## src/rtl/count_monitor.sv

```systemverilog
// Receive-side checker for an up/down counter stream: classifies each valid
// sample as up/down/hold/jump, tracks lock, direction, wraps and step errors.
module count_monitor #(
    parameter int WIDTH      = 3,
    parameter int LOCK_STEPS = 4,
    parameter int ERR_W      = 8
) (
    input  logic             clk,
    input  logic             rst,
    input  logic             in_valid,
    input  logic [WIDTH-1:0] in_count,
    output logic             locked,
    output logic             dir_valid,
    output logic             dir_up,
    output logic             step_err,
    output logic [WIDTH-1:0] wrap_cnt,
    output logic [ERR_W-1:0] err_cnt
);

    typedef enum logic [1:0] {IDLE, ACQ, LOCKED, FAULT} state_t;

    localparam logic [WIDTH-1:0] ONE      = WIDTH'(1);
    localparam logic [WIDTH-1:0] ALL_ONES = '1;
    localparam logic [3:0]       LOCK_N   = 4'(LOCK_STEPS);

    state_t           state;
    logic [WIDTH-1:0] prev;
    logic [3:0]       good_run;

    logic [WIDTH-1:0] delta;
    logic             is_up;
    logic             is_down;
    logic             is_hold;
    logic             is_step;
    logic             is_wrap;

    // Modular difference makes the all-ones <-> zero transitions ordinary steps.
    assign delta   = in_count - prev;
    assign is_up   = (delta == ONE);
    assign is_down = (delta == ALL_ONES);
    assign is_hold = (delta == '0);
    assign is_step = is_up || is_down;
    assign is_wrap = (is_up && in_count == '0) || (is_down && in_count == ALL_ONES);

    always_ff @(posedge clk or posedge rst) begin
        if (rst) begin
            state     <= IDLE;
            prev      <= '0;
            good_run  <= '0;
            locked    <= 1'b0;
            dir_valid <= 1'b0;
            dir_up    <= 1'b0;
            step_err  <= 1'b0;
            wrap_cnt  <= '0;
            err_cnt   <= '0;
        end else begin
            dir_valid <= 1'b0;
            step_err  <= 1'b0;
            if (in_valid) begin
                prev <= in_count;
                case (state)
                    IDLE, FAULT: begin
                        // This sample is only a reference for the next one.
                        state    <= ACQ;
                        good_run <= '0;
                    end
                    ACQ: begin
                        if (is_step) begin
                            good_run  <= good_run + 4'd1;
                            dir_valid <= 1'b1;
                            dir_up    <= is_up;
                            if (good_run + 4'd1 == LOCK_N) begin
                                state  <= LOCKED;
                                locked <= 1'b1;
                            end
                        end else if (!is_hold) begin
                            good_run <= '0;
                        end
                    end
                    LOCKED: begin
                        if (is_step) begin
                            dir_valid <= 1'b1;
                            dir_up    <= is_up;
                            if (is_wrap)
                                wrap_cnt <= wrap_cnt + ONE;
                        end else if (!is_hold) begin
                            step_err <= 1'b1;
                            locked   <= 1'b0;
                            state    <= FAULT;
                            if (err_cnt != '1)
                                err_cnt <= err_cnt + ERR_W'(1);
                        end
                    end
                    default: begin
                        state  <= IDLE;
                        locked <= 1'b0;
                    end
                endcase
            end
        end
    end

endmodule

```

## config.mk

```make
export PLATFORM = sky130hd
export DESIGN_NAME = count_monitor
export DESIGN_NICKNAME = d
export VERILOG_FILES = /design/src/rtl/count_monitor.sv
export SDC_FILE = /design/constraint.sdc
export NUM_CORES = 1
export LEC_CHECK = 0
export ABC_AREA = 1
export ABC_CLOCK_PERIOD_IN_PS = 1900
export CORE_MARGIN = 4
export CORE_UTILIZATION = 40
export CTS_CLUSTER_DIAMETER = 30
export DETAILED_ROUTE_END_ITERATION = 10
export HOLD_SLACK_MARGIN = 0.08
export PLACE_DENSITY = 0.76
export RECOVER_POWER = 50
export SYNTH_ARGS = -nofsm -noshare
export SYNTH_HDL_FRONTEND = slang
export SYNTH_SLANG_ARGS = --single-unit
```

## constraint.sdc

```tcl
create_clock -name clk -period 1.9 [get_ports clk]
set_input_delay 0.285 -clock clk [delete_from_list [all_inputs] [get_ports clk]]
set_output_delay 0.285 -clock clk [all_outputs]
set_load 0.01 [all_outputs]
```

After elaboration in Yosys (flattened, before gate mapping)
Index checks and enable logic that the tools add are counted.
Cells by class
  add/subtract/negate cells: 4
  equal/unequal tests: 13
  mux-type cells: 20
  bitwise gates (word level): 2
  reduce and logical (&&, ||, !) cells: 17
Operators by type and width (number)
  $mux W1: 11
  $reduce_and A5 Y1: 2
  $add A8 B1 Y8 const B: 1
  $mux W2: 4
  $mux W4: 2
  $ne A2 B2 Y1 const B: 4
  $ne A8 B8 Y1 const B: 1
  $pmux W4 S2: 1
  $eq A3 B3 Y1 const B: 2
  $logic_not A3 Y1: 2
  $pmux W2 S3: 1
  $reduce_and A3 Y1: 2
  $reduce_and A6 Y1: 1
  $add A4 B1 Y4 const B: 1
  $eq A2 B2 Y1 const B: 2
  $eq A4 B3 Y1 const B: 1
  $reduce_and A4 Y1: 1
  $reduce_bool A2 Y1: 2
  $reduce_or A2 Y1: 2
  $add A3 B1 Y3 const B: 1
  $eq A3 B1 Y1 const B: 1
  $ne A3 B3 Y1 const B: 1
  $sub A3 B3 Y3: 1
  $eq A2 B1 Y1 const B: 1
  other kinds (5): 8
Word-level totals
  register bits: 24
  input port bits: 6
  output and inout bits: 15
  logic and storage cells: 65

Logic depth before layout (Yosys ltp)
Gate-level depths: netlist of run 1.
  depth after elaboration: 6
  gate-level depth with buffers: 14
  gate-level depth less buffers: 14

Least setup slack after synthesis of run 1
OpenSTA, ideal clock, no wires.
  kind: register -> register
  from: register prev[0]
  to: register err_cnt[3]
  library setup time: 0.119 ns
  arrival time: 1.866 ns
  required time: 1.781 ns
  path slack: -0.085 ns
  stages on the path, launching flop included: 13
  buffers on the path: 0
  period minus slack after synthesis: 1.985 ns
  cells stage by stage: dfrtp_1 ha_1 fa_1 inv_1 nand2_1 nand3_2 nand2_4 nand2_4 nand3_4 a21oi_4 nand2_4 nand2_1 nand2_1
Between the ends
  longest elaborated chain between the ends: 5
  elaborated cells between the ends (all ways): 8
  classes of those cells: add/sub (1); eq/ne (2); bitwise (2); reduce/logical (3)
Ends and longest elaborated chain
  from (decl): RTL line 27  | logic [WIDTH-1:0] prev;
  from (signal assigned): RTL line 60  | prev <= in_count;
  $sub A3 B3 Y3 *: RTL line 38  | assign delta = in_count - prev;
  $eq A3 B1 Y1 or $eq A3 B3 Y1 (tied branches): RTL line 39, 40
  $logic_or A1 B1 Y1: RTL line 42  | assign is_step = is_up || is_down;
  $not A1 Y1 (no line)
  $reduce_and A5 Y1 (no line) *
  to (signal assigned): RTL line 91  | err_cnt <= err_cnt + ERR_W'(1);
  to (decl): RTL line 17  | output logic [ERR_W-1:0] err_cnt
Every way passes the cells marked *; elsewhere a longest branch is shown, timed or not.
A chain may end at the register's enable or synchronous reset.

Worst setup path after layout of run 1
  from: register prev[0]
  to: register wrap_cnt[1]
Between the ends
  longest elaborated chain between the ends: 5
  elaborated cells between the ends (all ways): 8
  classes of those cells: add/sub (1); eq/ne (2); reduce/logical (5)
Ends and longest elaborated chain
  $sub A3 B3 Y3 *: RTL line 38
  $eq A3 B1 Y1 or $eq A3 B3 Y1 (tied branches): RTL line 39, 40
  $logic_and A1 B1 Y1: RTL line 43  | assign is_wrap = (is_up && in_count == '0) || (is_down && in_count == ALL_ONES);
  $logic_or A1 B1 Y1: RTL line 43
  $reduce_and A4 Y1 (no line) *
  to (signal assigned): RTL line 85  | wrap_cnt <= wrap_cnt + ONE;
  to (decl): RTL line 16  | output logic [WIDTH-1:0] wrap_cnt,
Marked as above.

==> results.cfg, run 1 <==
[status]
outcome = finished with violations
violations = setup timing

[run]
drv_cap = 0

[sta]
post-route-period-util_pct = 107
timing.final.ws_setup_ns = -0.137
setup_viol = 19
tightest_slew_ns = 1.30
finalMaxSlewViolations = 0
fmax_mhz = 491
finalSetupTns_ns = -2.22
relSlewSlack_pct = 13.2
period_minus_slack_ns = 2.04
rsz0062_at_grt = true
hold_violations = 0
fin_skew_ns = 0.00199

[die]
dieArea_um2 = 4810
ioPinCount = 21
rows = 22
die_y_um = 69.3
fp.coreArea_um2 = 3660
initial_core_util_pct = 41.1
die_w_um = 69.3

[finish]
synthToLayoutAreaGrowth_pct = 38.1
design_area_um2 = 2080
drive_above_1_share_pct = 23.9
final_cells = 278
postLayoutCoreUtil_pct = 56.8
fill_cells = 309
diodes = 0
fin_nets = 246

[min_path]
hold_class = in2reg

[global_routing]
grt_pass1_vias = 1257
grt_max_degree = 25
grt_overflow = 0
grt_usage_pct = 13.6
antenna_found_initial = 0
grt_pass1_wl_um = 5390

[routing]
drt_pass1_iterations = 4
drtIter0Drc = 67
routedWlPerCell_um = 11.8
drt_wl_total_um = 3280
via_count = 1362
drc = 0
via_per_inst = 4.90
antenna_left = 0

[clock_network]
clkTransAtPathRegs_ns = 0.09
clock_sinks = 24
htree_levels = 1
clockBufferDepth = 2
cts_tree = built
root_buffer = clkbuf_8
cts_made_buffers = 3
clock_latency_ns = 0.27
hold_buffers = 0

[setup_path]
cp.required_ns = 2.06
cp.arrival_ns = 2.20
path_class = reg2reg
critPathLaunchType = flop
worstPathMaxFanout = 4
end_kind = flop

[pwr]
cellPowerDensity_nw_per_um2 = 1040
p_leak_nw = 1.02
irDropWorstVdd_uv = 592

[synthesis]
seq_area_frac_synth_pct = 39.9
yosysMostFrequentCell = nand2_1
ys_dominant_reg_cell = dfrtp_1
syn-num-nets = 206
syn_inst = 191
synth_cell_types = 25
netlist_top_cells_area = dfrtp_1 40%, nand2_1 15%, nand3_1 8.3%
synth_area_leader_cell = dfrtp_1
yosysWarnings = 0
yosysTopAreaCellShare_pct = 39.9
synth_edf_count = 0
synth_seq_cells = 24
syn_avg_cell_area_um2 = 7.88
synth_common_cells = 62 x nand2_1, 25 x inv_1, 25 x nand3_1
synth_async_sr_flop_share_pct = 100
synth_area_um2 = 1510

[placement]
placed_cells = 269
dp_hpwl_um = 2280
port_buffers = 20
placed_cell_area_um2 = 1880
place_congestion = 0.849
timing repair:
item / CTS / global route
setup buffers: 2 / 3
gates resized for setup: 18 / 11
setup endpoints to repair: 21 / 20
pin swaps: 16 / 1
layout make-up:
cell class	count	area (um2)	area share [%]
multi-input cells	140	931	44.8
flip-flops and latches	24	601	28.9
repair buffers	36	318	15.3
inverters	26	97.6	4.70
well taps	48	60.1	2.89
clock buffers	3	41.3	1.99
clock inverters	1	30.0	1.44
cells by family (layout without fill, tap and decap cells):
family                     after synthesis  in the layout  synth area share [%]
xor gates and xnor gates                 7              7                  4.07
and+or+nand+nor                        114            114                  36.8
adders and majority gates                9              9                  7.98
DFF                                     24             24                  39.9
buffers and inverters                   27             66                  6.98
AOI/OAI and AO/OA                       10             10                  4.24
stage by stage:
stage	power, mW	hold slack, ns	setup slack, ns
3_5_place_dp	1.53	0.489	-0.589
2_1_floorplan	1.24	0.300	-0.0227
6_report	2.15	0.457	-0.137
4_1_cts	2.06	0.371	-0.106
5_1_grt	2.29	0.474	-0.257
3_3_place_gp	1.52	0.483	-0.549
critical path: stages, from the launching register on:
cell	delay, ns
dfrtp_1	0.39
ha_2	0.19
fa_2	0.56
inv_2	0.05
nor2_4	0.12
inv_2	0.06
nand2_4	0.10
nand3_4	0.12
nor2_4	0.13
nand2_2	0.08
nand2_1	0.07
nand2_1	0.05
cells in the final DEF, fill, tap and decap left out, types with 2 or more instances in the layout:
cell type and n:
nand2_1 58, nand3_4 4, dlygate4sd2_1 2, nand3b_1 2, nand2_4 9, xor2_1 3, inv_2 7, buf_4 14
clkdlybuf4s50_1 18, o21ai_1 2, nand3_2 4, inv_1 19, nand2_2 2, dfrtp_1 24, nand3_1 21, nand4_1 3
o21ai_0 3, ha_1 7, xnor2_1 4, nor2_1 5, clkbuf_8 3, nor2_4 4
final timing paths:
kind | start | to | slack (ns) | cells after the start
max | prev[0] | wrap_cnt[1] | -0.14 | 11
min | in_count[1] | prev[1] | 0.46 | 3
max reg2reg | prev[0] | wrap_cnt[1] | -0.14 | 11
min reg2reg | dir_up | dir_up | 0.51 | 1
max in group asynchronous | rst | prev[1] | 0.40 | 3
min in group asynchronous | rst | step_err | 0.74 | 3
power breakdown:
group	internal [mW]	switching [mW]	total [mW]
combinational	0.418	0.555	0.973
sequential	0.618	0.112	0.730
clock	0.282	0.168	0.450
routing by layer:
layer	vias to the layer above	part of all wire, %	GRT usage [%]
met4	0	2.9	6.72
met5	-	0	0
met1	626	42	16.7
met2	36	51	22.7
li1	688	-	-
met3	12	4.0	2.46
registers in the layout, indices dropped and copies added (netlist names):
name,flops
dir_up,1
dir_valid,1
err_cnt,8
good_run,4
locked,1
prev,3
state,2
step_err,1
wrap_cnt,3
(Power assumes the default switching activity.)
==> inputs of run 2 (changes only) <==
Settings changed: GPL_TIMING_DRIVEN set to 0.
==> run 2 against run 1 <==
Against the previous run: the run still ends with setup timing left; sequential power increased by 0.8%; non-clock buffer count decreased by 3; flip-flop and latch count unchanged; clock power increased by 3%; routed wire length increased by 0.52%; largest cell class unchanged; highest routed layer unchanged.
==> results.cfg, run 2 (synthesized netlist as in run 1, its figures left out) <==
[status]
violations = setup timing
outcome = finished with violations

[global_routing]
grt_busiest_layer = met2
met2_usage_pct = 23.3
met3_usage_pct = 1.74
grt_max_degree = 25
grt_util_met1_pct = 17.4
grt_pass1_vias = 1262
grt_usage_pct = 13.6
grt_overflow = 0
antenna_found_initial = 0
grt_pass1_wl_um = 5430

[sta]
fin_skew_ns = 0.00260
rsz0062_at_grt = true
relSlewSlack_pct = 37.4
whs_ns = 0.309
fmax_mhz = 477
finalSetupTns_ns = -2.68
hold_violations = 0
finalMaxSlewViolations = 0
period_minus_slack_ns = 2.09
post-route-period-util_pct = 110
tightest_slew_ns = 0.938
setup_viol = 19
timing.final.ws_setup_ns = -0.195

[routing]
drc = 0
via_count = 1346
drt_wl_total_um = 3300
routedWlPerCell_um = 12.0
drtIter0Drc = 54
drt_pass1_iterations = 4
via_per_inst = 4.89
antenna_left = 0

[die]
initial_core_util_pct = 41.1
fp.coreArea_um2 = 3660
die_w_um = 69.3
die_y_um = 69.3
dieArea_um2 = 4810
ioPinCount = 21
rows = 22

[finish]
final_common_cell = nand2_1
fin_nets = 243
postLayoutCoreUtil_pct = 57.2
diodes = 0
layout_common_cells = 51 x nand2_1, 24 x dfrtp_1, 21 x inv_1, 20 x nand3_1, 16 x clkdlybuf4s50_1
final_cells = 275
reg.largest.list = err_cnt: 8 flops, good_run: 4 flops
synthToLayoutAreaGrowth_pct = 39.2
drive_above_1_share_pct = 27.3
design_area_um2 = 2100
largest_register_ffs = 8
largest_register = err_cnt

[run]
drv_cap = 0

[clock_network]
clockBufferDepth = 2
clock_sinks = 24
cts_made_buffers = 3
cts_tree = built
clock_latency_ns = 0.28
htree_levels = 1
root_buffer = clkbuf_8
clkTransAtPathRegs_ns = 0.09

[placement]
place_congestion = 0.816
placed_cell_area_um2 = 1790
dp_hpwl_um = 2130
placed_cells = 258
pre_cts_ws_ns = -0.729
port_buffers = 19

[pwr]
cellPowerDensity_nw_per_um2 = 1040
irDropWorstVdd_uv = 424
p_leak_nw = 1.03
p_total_mw = 2.18

[min_path]
hold_class = in2reg

[setup_path]
critPathLaunchType = flop
end_kind = flop
cp.arrival_ns = 2.32
worstPathMaxFanout = 5
path_class = reg2reg
cp.required_ns = 2.12
-- run 2: cell count changes in the layout (fill, tap and decap cells not counted), moves of 2 or more --
cell / change
buf_4: -3
o21ai_2: +2
clkdlybuf4s50_1: -2
inv_2: -2
inv_1: +2
nand2_2: +6
nor2_2: +2
nand2_1: -7
-- run 2: power breakdown --
| part | leakage, nW | internal (mW) | switching [mW] | total [mW] |
|---|---|---|---|---|
| Sequential | 0.317 | 0.618 | 0.118 | 0.736 |
| Combinational | 0.681 | 0.441 | 0.541 | 0.983 |
| Clock | 0.0357 | 0.282 | 0.180 | 0.463 |
-- run 2: path summary, 6_finish.rpt --
kind	cells after the start	startpoint	end	slack [ns]
min in group asynchronous	2	rst	step_err	0.65
max reg2reg	13	prev[0]	err_cnt[5]	-0.19
min reg2reg	1	dir_up	dir_up	0.50
max	13	prev[0]	err_cnt[5]	-0.19
min	2	in_valid	prev[2]	0.31
max in group asynchronous	2	rst	locked	0.68
-- run 2: timing repair --
action,CTS,global route
resized for setup,22,16
gates cloned,1,0
buffers inserted,11,2
pin swaps,13,6
setup endpoints to repair,21,20
hold buffers,0,0
-- run 2: critical path, cell delays in order (launching register included) --
cell and delay, ns:
dfrtp_1 0.40, ha_2 0.18, fa_2 0.38, inv_2 0.09, nand2_4 0.07, nand3_4 0.11, nand2_4 0.09, nand2_4 0.08
nand3_4 0.06, a21oi_4 0.18, buf_4 0.16, buf_12 0.10, nand3_1 0.06, nand2_1 0.09
-- run 2: area by class of cell --
cell class              count  area [um2]
flip-flops and latches     24         601
clock buffers               3        41.3
well taps                  48        60.1
fillers                   304        1570
plain buffers               1        7.51
clock inverters             1        30.0
inverters                  26        97.6
multi-input cells         140         953
repair buffers             32         305
-- run 2: routing by layer --
layer,wire length (um),vias up
li1,-,679
met5,0,-
met4,64,0
met2,1690,17
met3,57,6
met1,1480,644
==> inputs of run 3 (changes only) <==
Settings changed: ABC_AREA 1 to 0, HOLD_SLACK_MARGIN 0.08 to 0.06, PLACE_DENSITY 0.76 to 0.77.
==> run 3 against run 2 <==
Against the previous run: the flow still finishes with violations (setup timing); count of clock-buffer cells in the layout is 1 higher; power is 22% lower; sequential share of layout area is 7.0 points higher; hold slack better by 0.063 ns; clock skew is 0.0013 ns lower; global-route usage is 1.1 points lower; non-clock buffer count is 5 lower; highest routed layer unchanged.
==> results.cfg, run 3 <==
[sta]
timing.final.ws_setup_ns = -0.847
period_minus_slack_ns = 2.75
rsz0062_at_grt = true
hold_violations = 0
setup_viol = 19
tightest_slew_ns = 0.874
whs_ns = 0.371
finalMaxSlewViolations = 0
fmax_mhz = 364
post-route-period-util_pct = 145
relSlewSlack_pct = 41.7
fin_skew_ns = 0.00130
finalSetupTns_ns = -8.19

[synthesis]
yosysMostFrequentCell = dfrtp_1
synth_async_sr_flop_share_pct = 100
synth_common_cells = 24 x dfrtp_1, 12 x nand2_1, 10 x inv_1
yosysTopAreaCellShare_pct = 45.8
synth_edf_count = 0
ys_dominant_reg_cell = dfrtp_1
synth_area_leader_cell = dfrtp_1
syn-num-nets = 131
seq_area_frac_synth_pct = 45.8
syn_inst = 116
syn_avg_cell_area_um2 = 11.3
synth_seq_cells = 24
netlist_top_cells_area = dfrtp_1 46%, ha_1 7.6%, xnor2_1 4.7%
yosysWarnings = 0
synth_area_um2 = 1310
synth_cell_types = 34

[clock_network]
clockBufferDepth = 2
cts_tree = built
clock_latency_ns = 0.30
clock_sinks = 24
htree_levels = 1
root_buffer = clkbuf_4
clkTransAtPathRegs_ns = 0.13
cts_made_buffers = 3

[placement]
pre_cts_ws_ns = -1.43
place_congestion = 0.843
dp_hpwl_um = 1900
placed_cell_area_um2 = 1570
port_buffers = 19

[finish]
seqCellArea_um2 = 601
reg.largest.list = err_cnt: 8 flops, good_run: 4 flops
postLayoutCoreUtil_pct = 54.4
largest_register = err_cnt
diodes = 0
synthToLayoutAreaGrowth_pct = 28.6
fill_cells = 276
largest_register_ffs = 8
final_common_cell = dfrtp_1
layout_common_cells = 24 x dfrtp_1, 16 x clkdlybuf4s50_1, 10 x nand2_1, 10 x inv_1
design_area_um2 = 1690
drive_above_1_share_pct = 18.6
fin_nets = 161
multi_input_area_um2 = 704

[setup_path]
worstPathMaxFanout = 4
cp.required_ns = 2.11
path_class = in2reg
cp_num_cells = 7
crit_chain = clkdlybuf4s50_1 > inv_1 > fa_2 > or4b_1 > a2111o_1 > nor4_4 > mux2_4
end_kind = flop
cp_slowest_cell = fa_2
crit_buf_inv = 2
worst-r2r-cell-count = 6
critPathLaunchType = input port
cp.arrival_ns = 2.95
cpPeakStageDelay_ns = 0.57
cp_top_family = simple AND/OR/NAND/NOR gates

[global_routing]
grt_usage_pct = 12.5
grt_overflow = 0
grt_max_degree = 25
antenna_found_initial = 0
grt_pass1_wl_um = 4280
grt_pass1_vias = 1047

[routing]
antenna_left = 0
drt_wl_total_um = 2500
routedWlPerCell_um = 13.2
via_count = 959
drc = 0
via_per_inst = 5.07
drt_pass1_iterations = 4
drtIter0Drc = 23

[pwr]
irDropWorstVdd_uv = 553
p_leak_nw = 0.761
cellPowerDensity_nw_per_um2 = 1010

[die]
die_y_um = 65.3
ioPinCount = 21
initial_core_util_pct = 42.3
rows = 20
die_w_um = 65.3
fp.coreArea_um2 = 3100
dieArea_um2 = 4260

[status]
outcome = finished with violations
violations = setup timing

[run]
drv_cap = 0

[min_path]
worst_hold_path.num_cells = 3
hold_class = in2reg
## run 3: cell types whose count changed after synthesis, moves of 4 or more
cell	before	now
nand2_4	4	0
nand2_1	62	12
inv_1	25	10
and3_1	0	4
mux2_2	0	5
nand3_1	25	1
nor2_1	8	4
## run 3: cell type report
class / count / area share [%]
multi-input combinational: 79 / 41.8
sequential: 24 / 35.6
timing repair buffer: 25 / 14.3
tap: 44 / 3.26
inverter: 10 / 2.23
clock buffer: 4 / 2.15
buffer: 3 / 0.668
## run 3: worst paths after layout
check | from | end | slack [ns]
worst max-delay path | in_count[1] | wrap_cnt[1] | -0.85
worst min-delay path | in_valid | dir_valid | 0.37
max in group asynchronous | rst | err_cnt[2] | 0.78
worst max register to register | prev[0] | wrap_cnt[1] | -0.83
min in group asynchronous | rst | err_cnt[7] | 0.58
worst min register to register | wrap_cnt[2] | wrap_cnt[2] | 0.49
## run 3: repair_timing
item / CTS / global route
buffers inserted: 4 / 3
gates cloned: 0 / 0
setup endpoints to repair: 21 / 21
resized for setup: 6 / 5
pin swaps: 8 / 9
hold buffers: 0 / 0
## run 3: per-layer routing
metal | GRT usage (%) | wire, um
met5 | 0 | 0
met4 | 3.11 | 8
met3 | 2.39 | 85
met2 | 22.8 | 1270
met1 | 15.1 | 1140
## run 3: stage by stage
stage | cells | power (mW)
after detailed placement | 179 | 1.39
after global placement | 179 | 1.35
after CTS | 187 | 1.68
after global routing | 189 | 1.84
final | 189 | 1.71
after floorplan | 116 | 1.14
## run 3: where the power goes
group	leakage [nW]	switching (mW)	internal [mW]
Sequential	0.316	0.0914	0.607
Clock	0.0210	0.147	0.117
Combinational	0.424	0.392	0.354
Total	0.761	0.631	1.08
## run 3: worst reg2reg max path: stages, from the launching register on
cell	delay, ns
dfrtp_1	0.42
ha_2	0.20
fa_2	0.52
or4b_1	0.44
a2111o_1	0.47
nor4_4	0.25
mux2_4	0.33
## run 3: cells by family after synthesis
group	Yosys count	synth area share, %
multiplexers	9	8.11
flip-flops	24	45.8
buffers and inverters	13	3.72
AND/OR/NAND/NOR	33	15.1
adder cells (fa/ha/maj)	9	9.16
AO/OA/AOI/OAI	15	8.40
XOR/XNOR	13	9.73
